<file path="config.mk">
export PLATFORM = sky130hd
export DESIGN_NAME = adc0832_responder
export DESIGN_NICKNAME = d
export VERILOG_FILES = /design/src/rtl/adc0832_responder.sv
export SDC_FILE = /design/constraint.sdc
export NUM_CORES = 1
export LEC_CHECK = 0
export CELL_PAD_IN_SITES_DETAIL_PLACEMENT = 0
export CELL_PAD_IN_SITES_GLOBAL_PLACEMENT = 1
export CORE_UTILIZATION = 43
export CTS_BUF_LIST = sky130_fd_sc_hd__clkbuf_2 sky130_fd_sc_hd__clkbuf_4 sky130_fd_sc_hd__clkbuf_8
export CTS_CLUSTER_DIAMETER = 200
export DETAILED_ROUTE_END_ITERATION = 10
export PLACE_DENSITY_LB_ADDON = 0.1
export SLEW_MARGIN = 20
export SYNTH_ARGS = -nofsm -noshare
export SYNTH_HDL_FRONTEND = slang
export SYNTH_SLANG_ARGS = --single-unit
</file>
<file path="constraint.sdc">
create_clock -name clk -period 3 [get_ports clk]
set_clock_uncertainty 0.15 [all_clocks]
set_input_delay 0.3 -clock clk [delete_from_list [all_inputs] [get_ports clk]]
set_output_delay 0.3 -clock clk [all_outputs]
set_load 0.005 [all_outputs]
</file>
<file path="src/rtl/adc0832_responder.sv">
// ADC0832 slave emulator: decodes the serial mux command from a master
// and answers with an 8-bit value MSB-first then LSB-first on DO.
module adc0832_responder #(
    parameter int SYNC_STAGES = 2
) (
    input  logic       clk,
    input  logic       reset,
    input  logic       SEL_PIN_PORT,
    input  logic       ADC_CLK_PORT,
    input  logic       ADC_COMMAND_DATA_PORT,
    input  logic [7:0] CH0_VALUE,
    input  logic [7:0] CH1_VALUE,
    output logic       ADC_READ_PORT,
    output logic       DO_EN,
    output logic       BUSY,
    output logic       CONV_DONE,
    output logic [1:0] MUX_CFG
);

    typedef enum logic [2:0] {
        IDLE,
        WAIT_START,
        GET_SGL,
        GET_ODD,
        NULL_BIT,
        MSB_OUT,
        LSB_OUT,
        HOLD
    } state_t;

    state_t state;

    logic [SYNC_STAGES-1:0] cs_sync;
    logic [SYNC_STAGES-1:0] sclk_sync;
    logic [SYNC_STAGES-1:0] di_sync;
    logic sclk_q;
    logic cs_s;
    logic sclk_s;
    logic di_s;
    logic rise;
    logic fall;

    logic [7:0] data_q;
    logic [3:0] cnt;
    logic       sgl_q;
    logic       armed;
    logic       do_q;
    logic       en_q;
    logic       busy_q;
    logic       done_q;
    logic [1:0] mux_q;

    logic [8:0] diff;
    logic [7:0] sel_byte;

    // Synchronizers run freely so they are already settled when reset drops
    always_ff @(posedge clk) begin
        cs_sync   <= {cs_sync[SYNC_STAGES-2:0], SEL_PIN_PORT};
        sclk_sync <= {sclk_sync[SYNC_STAGES-2:0], ADC_CLK_PORT};
        di_sync   <= {di_sync[SYNC_STAGES-2:0], ADC_COMMAND_DATA_PORT};
        sclk_q    <= sclk_sync[SYNC_STAGES-1];
    end

    assign cs_s   = cs_sync[SYNC_STAGES-1];
    assign sclk_s = sclk_sync[SYNC_STAGES-1];
    assign di_s   = di_sync[SYNC_STAGES-1];
    assign rise   = sclk_s & ~sclk_q;
    assign fall   = ~sclk_s & sclk_q;

    always_comb begin
        diff     = '0;
        sel_byte = '0;
        case ({sgl_q, di_s})
            2'b10: sel_byte = CH0_VALUE;
            2'b11: sel_byte = CH1_VALUE;
            2'b00: begin
                diff     = {1'b0, CH0_VALUE} - {1'b0, CH1_VALUE};
                sel_byte = diff[8] ? 8'h00 : diff[7:0];
            end
            default: begin
                diff     = {1'b0, CH1_VALUE} - {1'b0, CH0_VALUE};
                sel_byte = diff[8] ? 8'h00 : diff[7:0];
            end
        endcase
    end

    // armed stays low after reset until CS has been seen high once
    always_ff @(posedge clk) begin
        if (reset) begin
            state  <= IDLE;
            do_q   <= 1'b0;
            en_q   <= 1'b0;
            busy_q <= 1'b0;
            done_q <= 1'b0;
            mux_q  <= 2'b00;
            data_q <= 8'h00;
            sgl_q  <= 1'b0;
            cnt    <= 4'd0;
            armed  <= 1'b0;
        end else begin
            done_q <= 1'b0;
            if (cs_s) begin
                state  <= IDLE;
                do_q   <= 1'b0;
                en_q   <= 1'b0;
                busy_q <= 1'b0;
                armed  <= 1'b1;
            end else begin
                unique case (state)
                    IDLE: begin
                        if (armed) state <= WAIT_START;
                    end
                    WAIT_START: begin
                        if (rise && di_s) begin
                            busy_q <= 1'b1;
                            state  <= GET_SGL;
                        end
                    end
                    GET_SGL: begin
                        if (rise) begin
                            sgl_q <= di_s;
                            state <= GET_ODD;
                        end
                    end
                    GET_ODD: begin
                        if (rise) begin
                            mux_q  <= {sgl_q, di_s};
                            data_q <= sel_byte;
                            state  <= NULL_BIT;
                        end
                    end
                    NULL_BIT: begin
                        if (fall) begin
                            en_q  <= 1'b1;
                            do_q  <= 1'b0;
                            cnt   <= 4'd7;
                            state <= MSB_OUT;
                        end
                    end
                    MSB_OUT: begin
                        if (fall) begin
                            do_q <= data_q[cnt[2:0]];
                            if (cnt == 4'd0) begin
                                cnt   <= 4'd1;
                                state <= LSB_OUT;
                            end else begin
                                cnt <= cnt - 4'd1;
                            end
                        end
                    end
                    LSB_OUT: begin
                        if (fall) begin
                            if (cnt == 4'd8) begin
                                do_q   <= 1'b0;
                                en_q   <= 1'b0;
                                done_q <= 1'b1;
                                busy_q <= 1'b0;
                                state  <= HOLD;
                            end else begin
                                do_q <= data_q[cnt[2:0]];
                                cnt  <= cnt + 4'd1;
                            end
                        end
                    end
                    HOLD: begin
                        state <= HOLD;
                    end
                    default: state <= IDLE;
                endcase
            end
        end
    end

    assign ADC_READ_PORT = do_q;
    assign DO_EN         = en_q;
    assign BUSY          = busy_q;
    assign CONV_DONE     = done_q;
    assign MUX_CFG       = mux_q;

endmodule

</file>
==> flow_summary.toml <==
[yosys]
synthFlopType = "dfxtp_1"
ys_seq_area_share_pct = 26.02
synth_edf_count = 0
synth_cell_types = 53
yosys_warnings = 0
netlist_area_mm2 = 0.002308
synthArstFlopShare_pct = 0
syn_nets = 343
synth.avg_cell_area_um2 = 7.669
synth_cells = 301
synth-seq-cells = 30

[cells_and_area]
syn2layout_area_growth_pct = 17.83
register_area_um2 = 600.6
layout-drive-gt1-share_pct = 8.000
n_fill_cell = 550
nNetsFinal = 367
fin_cells = 395
multi_input_area_mm2 = 0.001539
n_antenna_cell = 0

[die]
die_w_um = 75.27
io-pin-count = 27
core-area_mm2 = 0.005140
die_area_mm2 = 0.005666
initial_utilization_pct = 44.91
rows = 26
die_h_um = 75.27

[timing]
report.final.slew_viol_count = 0
post-route-period-util_pct = 88.03
hold_viol_final = 0
setup_viol = 0
period_minus_slack_ps = 2641
relSlewSlack_pct = 49.44
hold_ws_ps = 175.5
setup_slack_ps = 359.1
grt_setup_unrepaired = "false"
final.setup.tns_ps = 0
fmax_mhz = 378.7
worst_pin_slew_ps = 755.6

[routing]
routed.top_layer = "met4"
drc = 0
vias = 2206
route.met3.wl_um = 277
via_per_inst = 5.585
drtIter0Drc = 154
drt-total-wl_mm = 5.542
ant_nets = 0
met1_length_mm = 2.889
drt_pass1_iterations = 4
wire_per_inst_um = 14.03
wl_met2_mm = 2.354

[placed_design]
place_inst = 388
place_congestion = 0.8160
dp_worst_setup_slack_ps = 65.50
port_buffers = 26
hpwlAfterDp_mm = 4.173

[worst_setup_path]
reg2regPathDepth = 8
crit_path_end_kind = "flop"
reg2reg_slack_ps = 630
worst-path-max-fanout = 9
critPathRequiredTime_ps = 3030
r2r_start = "cnt[0]"
worstSetupPathType = "in2reg"
cp-start-kind = "primary input"
worst-endpoint-arrival_ps = 2670
r2r_end = "cnt[1]"

[run_status]
outcome = "finished clean"

[global_routing]
grt_pass1_vias = 1965
grt_max_degree = 22
gr-total-overflow = 0
antenna_found_initial = 0
grt_pass1_wl_mm = 9.308
grt_usage_pct = 21.57

[cts]
ctsResizeCount = 0
ctsHoldBuffers = 0
h-tree-depth = 2
clkLatencyLatePin_ps = 280
cts.sinks = 30
tritoncts = "done"
postCtsSetupBuffers = 0
clk_pin_slew_ps = 60
clockBufferDepth = 2
cts_root_buf = "clkbuf_8"
cts_made_buffers = 5

[min_path]
whs_path_depth = 0
worstHoldStart = "cs_sync[0]"
hold_end = "cs_sync[1]"
hold_class = "reg2reg"

[power_and_ir_drop]
leakage_nw = 1.064
p_per_area_mw_per_mm2 = 347.4
peakVddDrop_v = 0.0003283
power_uw = 944.8

[flow_run]
maxCapViolCount = 0
report_power, final:
| group | internal [mW] | switching, mW |
|---|---|---|
| sequential | 0.406 | 0.00833 |
| clock | 0.155 | 0.150 |
| combinational | 0.101 | 0.125 |
registers in the layout (all words and copies together), names as in the netlist, 2 cells and up:
signal     cells
data_q         8
cnt            4
state          3
MUX_CFG        2
cs_sync        2
di_sync        2
sclk_sync      2
layout make-up:
| type | instances | area share [%] |
|---|---|---|
| multi-input combinational | 230 | 56.58 |
| sequential | 30 | 22.08 |
| timing repair buffer | 35 | 12.05 |
| tap | 70 | 3.220 |
| inverter | 23 | 3.174 |
| clock buffer | 5 | 2.530 |
| clock inverter | 2 | 0.3680 |
layout by cell type, fill, tap and decap left out, types with 2 or more instances in the layout:
master | Yosys | final
a221oi_1 | 2 | 2
o22ai_1 | 6 | 6
and3_1 | 2 | 2
nand3b_1 | 6 | 6
fa_1 | 2 | 2
dfxtp_1 | 30 | 30
a21oi_1 | 24 | 24
o211ai_1 | 2 | 2
clkinv_2 | 0 | 2
and2_1 | 2 | 2
nand4_1 | 3 | 3
o21ai_0 | 19 | 19
inv_1 | 23 | 23
o21a_1 | 3 | 3
nor2b_1 | 4 | 4
o221ai_1 | 2 | 2
clkbuf_8 | 0 | 5
nand4b_1 | 2 | 2
nand2_1 | 35 | 35
a32oi_1 | 2 | 2
nor2_2 | 2 | 2
mux4_2 | 2 | 2
nand4bb_1 | 2 | 2
a21o_1 | 5 | 5
nor2_1 | 27 | 27
ha_1 | 19 | 19
clkdlybuf4s50_1 | 0 | 26
nand3_1 | 8 | 8
o21ai_1 | 4 | 4
buf_4 | 1 | 9
a211oi_1 | 9 | 9
nand2b_1 | 5 | 5
mux2i_1 | 5 | 5
nor3_1 | 6 | 6
a31oi_1 | 3 | 3
worst max-delay path, stage by stage:
cell and delay [ps]:
clkdlybuf4s50_1 520, ha_1 160, inv_1 40, fa_1 400
nand3_1 160, a2111oi_4 110, nor2_2 320, o22ai_1 150
or3b_1 370, and3_1 140
synthesized netlist by cell type (all sizes together) (2+ instances only):
cell / number / area, µm²
a211oi: 10 / 80.07
a21o: 5 / 37.54
a21oi: 24 / 120.1
a221oi: 2 / 17.52
a311oi: 2 / 23.77
a31oi: 3 / 18.77
a32oi: 2 / 17.52
and2: 2 / 12.51
and3: 2 / 12.51
buf: 4 / 28.78
clkbuf: 14 / 53.80
dfxtp: 30 / 600.6
fa: 2 / 40.04
ha: 19 / 237.7
inv: 23 / 86.33
mux2i: 5 / 50.05
mux4: 2 / 45.04
nand2: 35 / 131.4
nand2b: 5 / 31.28
nand3: 8 / 40.04
nand3b: 6 / 45.04
nand4: 3 / 18.77
nand4b: 2 / 17.52
nand4bb: 2 / 22.52
nor2: 29 / 113.9
nor2b: 4 / 25.02
nor3: 6 / 30.03
o211ai: 2 / 15.01
o21a: 3 / 22.52
o21ai: 23 / 115.1
o221ai: 2 / 17.52
o22ai: 6 / 37.54
o32ai: 2 / 25.03
or2: 2 / 12.52
stage by stage:
stage,util [%],area [µm²]
after floorplan,-,2308
after global placement,51.39,2641
after detailed placement,51.39,2641
after CTS,52.92,2720
after global routing,52.92,2720
final,52.92,2720
per-layer routing:
layer,up-vias,GRT usage (%)
li1,1119,-
met1,1018,31.90
met2,65,32.33
met3,4,5.355
met4,0,3.086
met5,-,0
cells by family (layout without fill, tap and decap cells):
logic type | after synthesis | count (layout) | share of synthesized area (%)
AO/OA/AOI/OAI | 92 | 92 | 26.83
XOR/XNOR | 1 | 1 | 0.3795
adder cells (fa/ha/maj) | 21 | 21 | 12.03
buffers and inverters | 41 | 65 | 7.317
flip-flops | 30 | 30 | 26.02
multiplexers | 7 | 7 | 4.119
AND/OR/NAND/NOR | 109 | 109 | 23.31
worst max path at each step:
| stage | cells past startpoint | slack [ps] | start | endpoint |
|---|---|---|---|---|
| after global placement | 9 | 110 | CH0_VALUE[4] | data_q[7] |
| after CTS | 10 | 370 | CH1_VALUE[0] | data_q[7] |
| after floorplan | 10 | 710 | CH0_VALUE[0] | data_q[7] |
| final | 10 | 360 | CH1_VALUE[0] | data_q[7] |
| after detailed placement | 10 | 70 | CH1_VALUE[0] | data_q[7] |
| after global routing | 9 | 160 | CH0_VALUE[4] | data_q[7] |
Power figures use the tool's default switching activity.
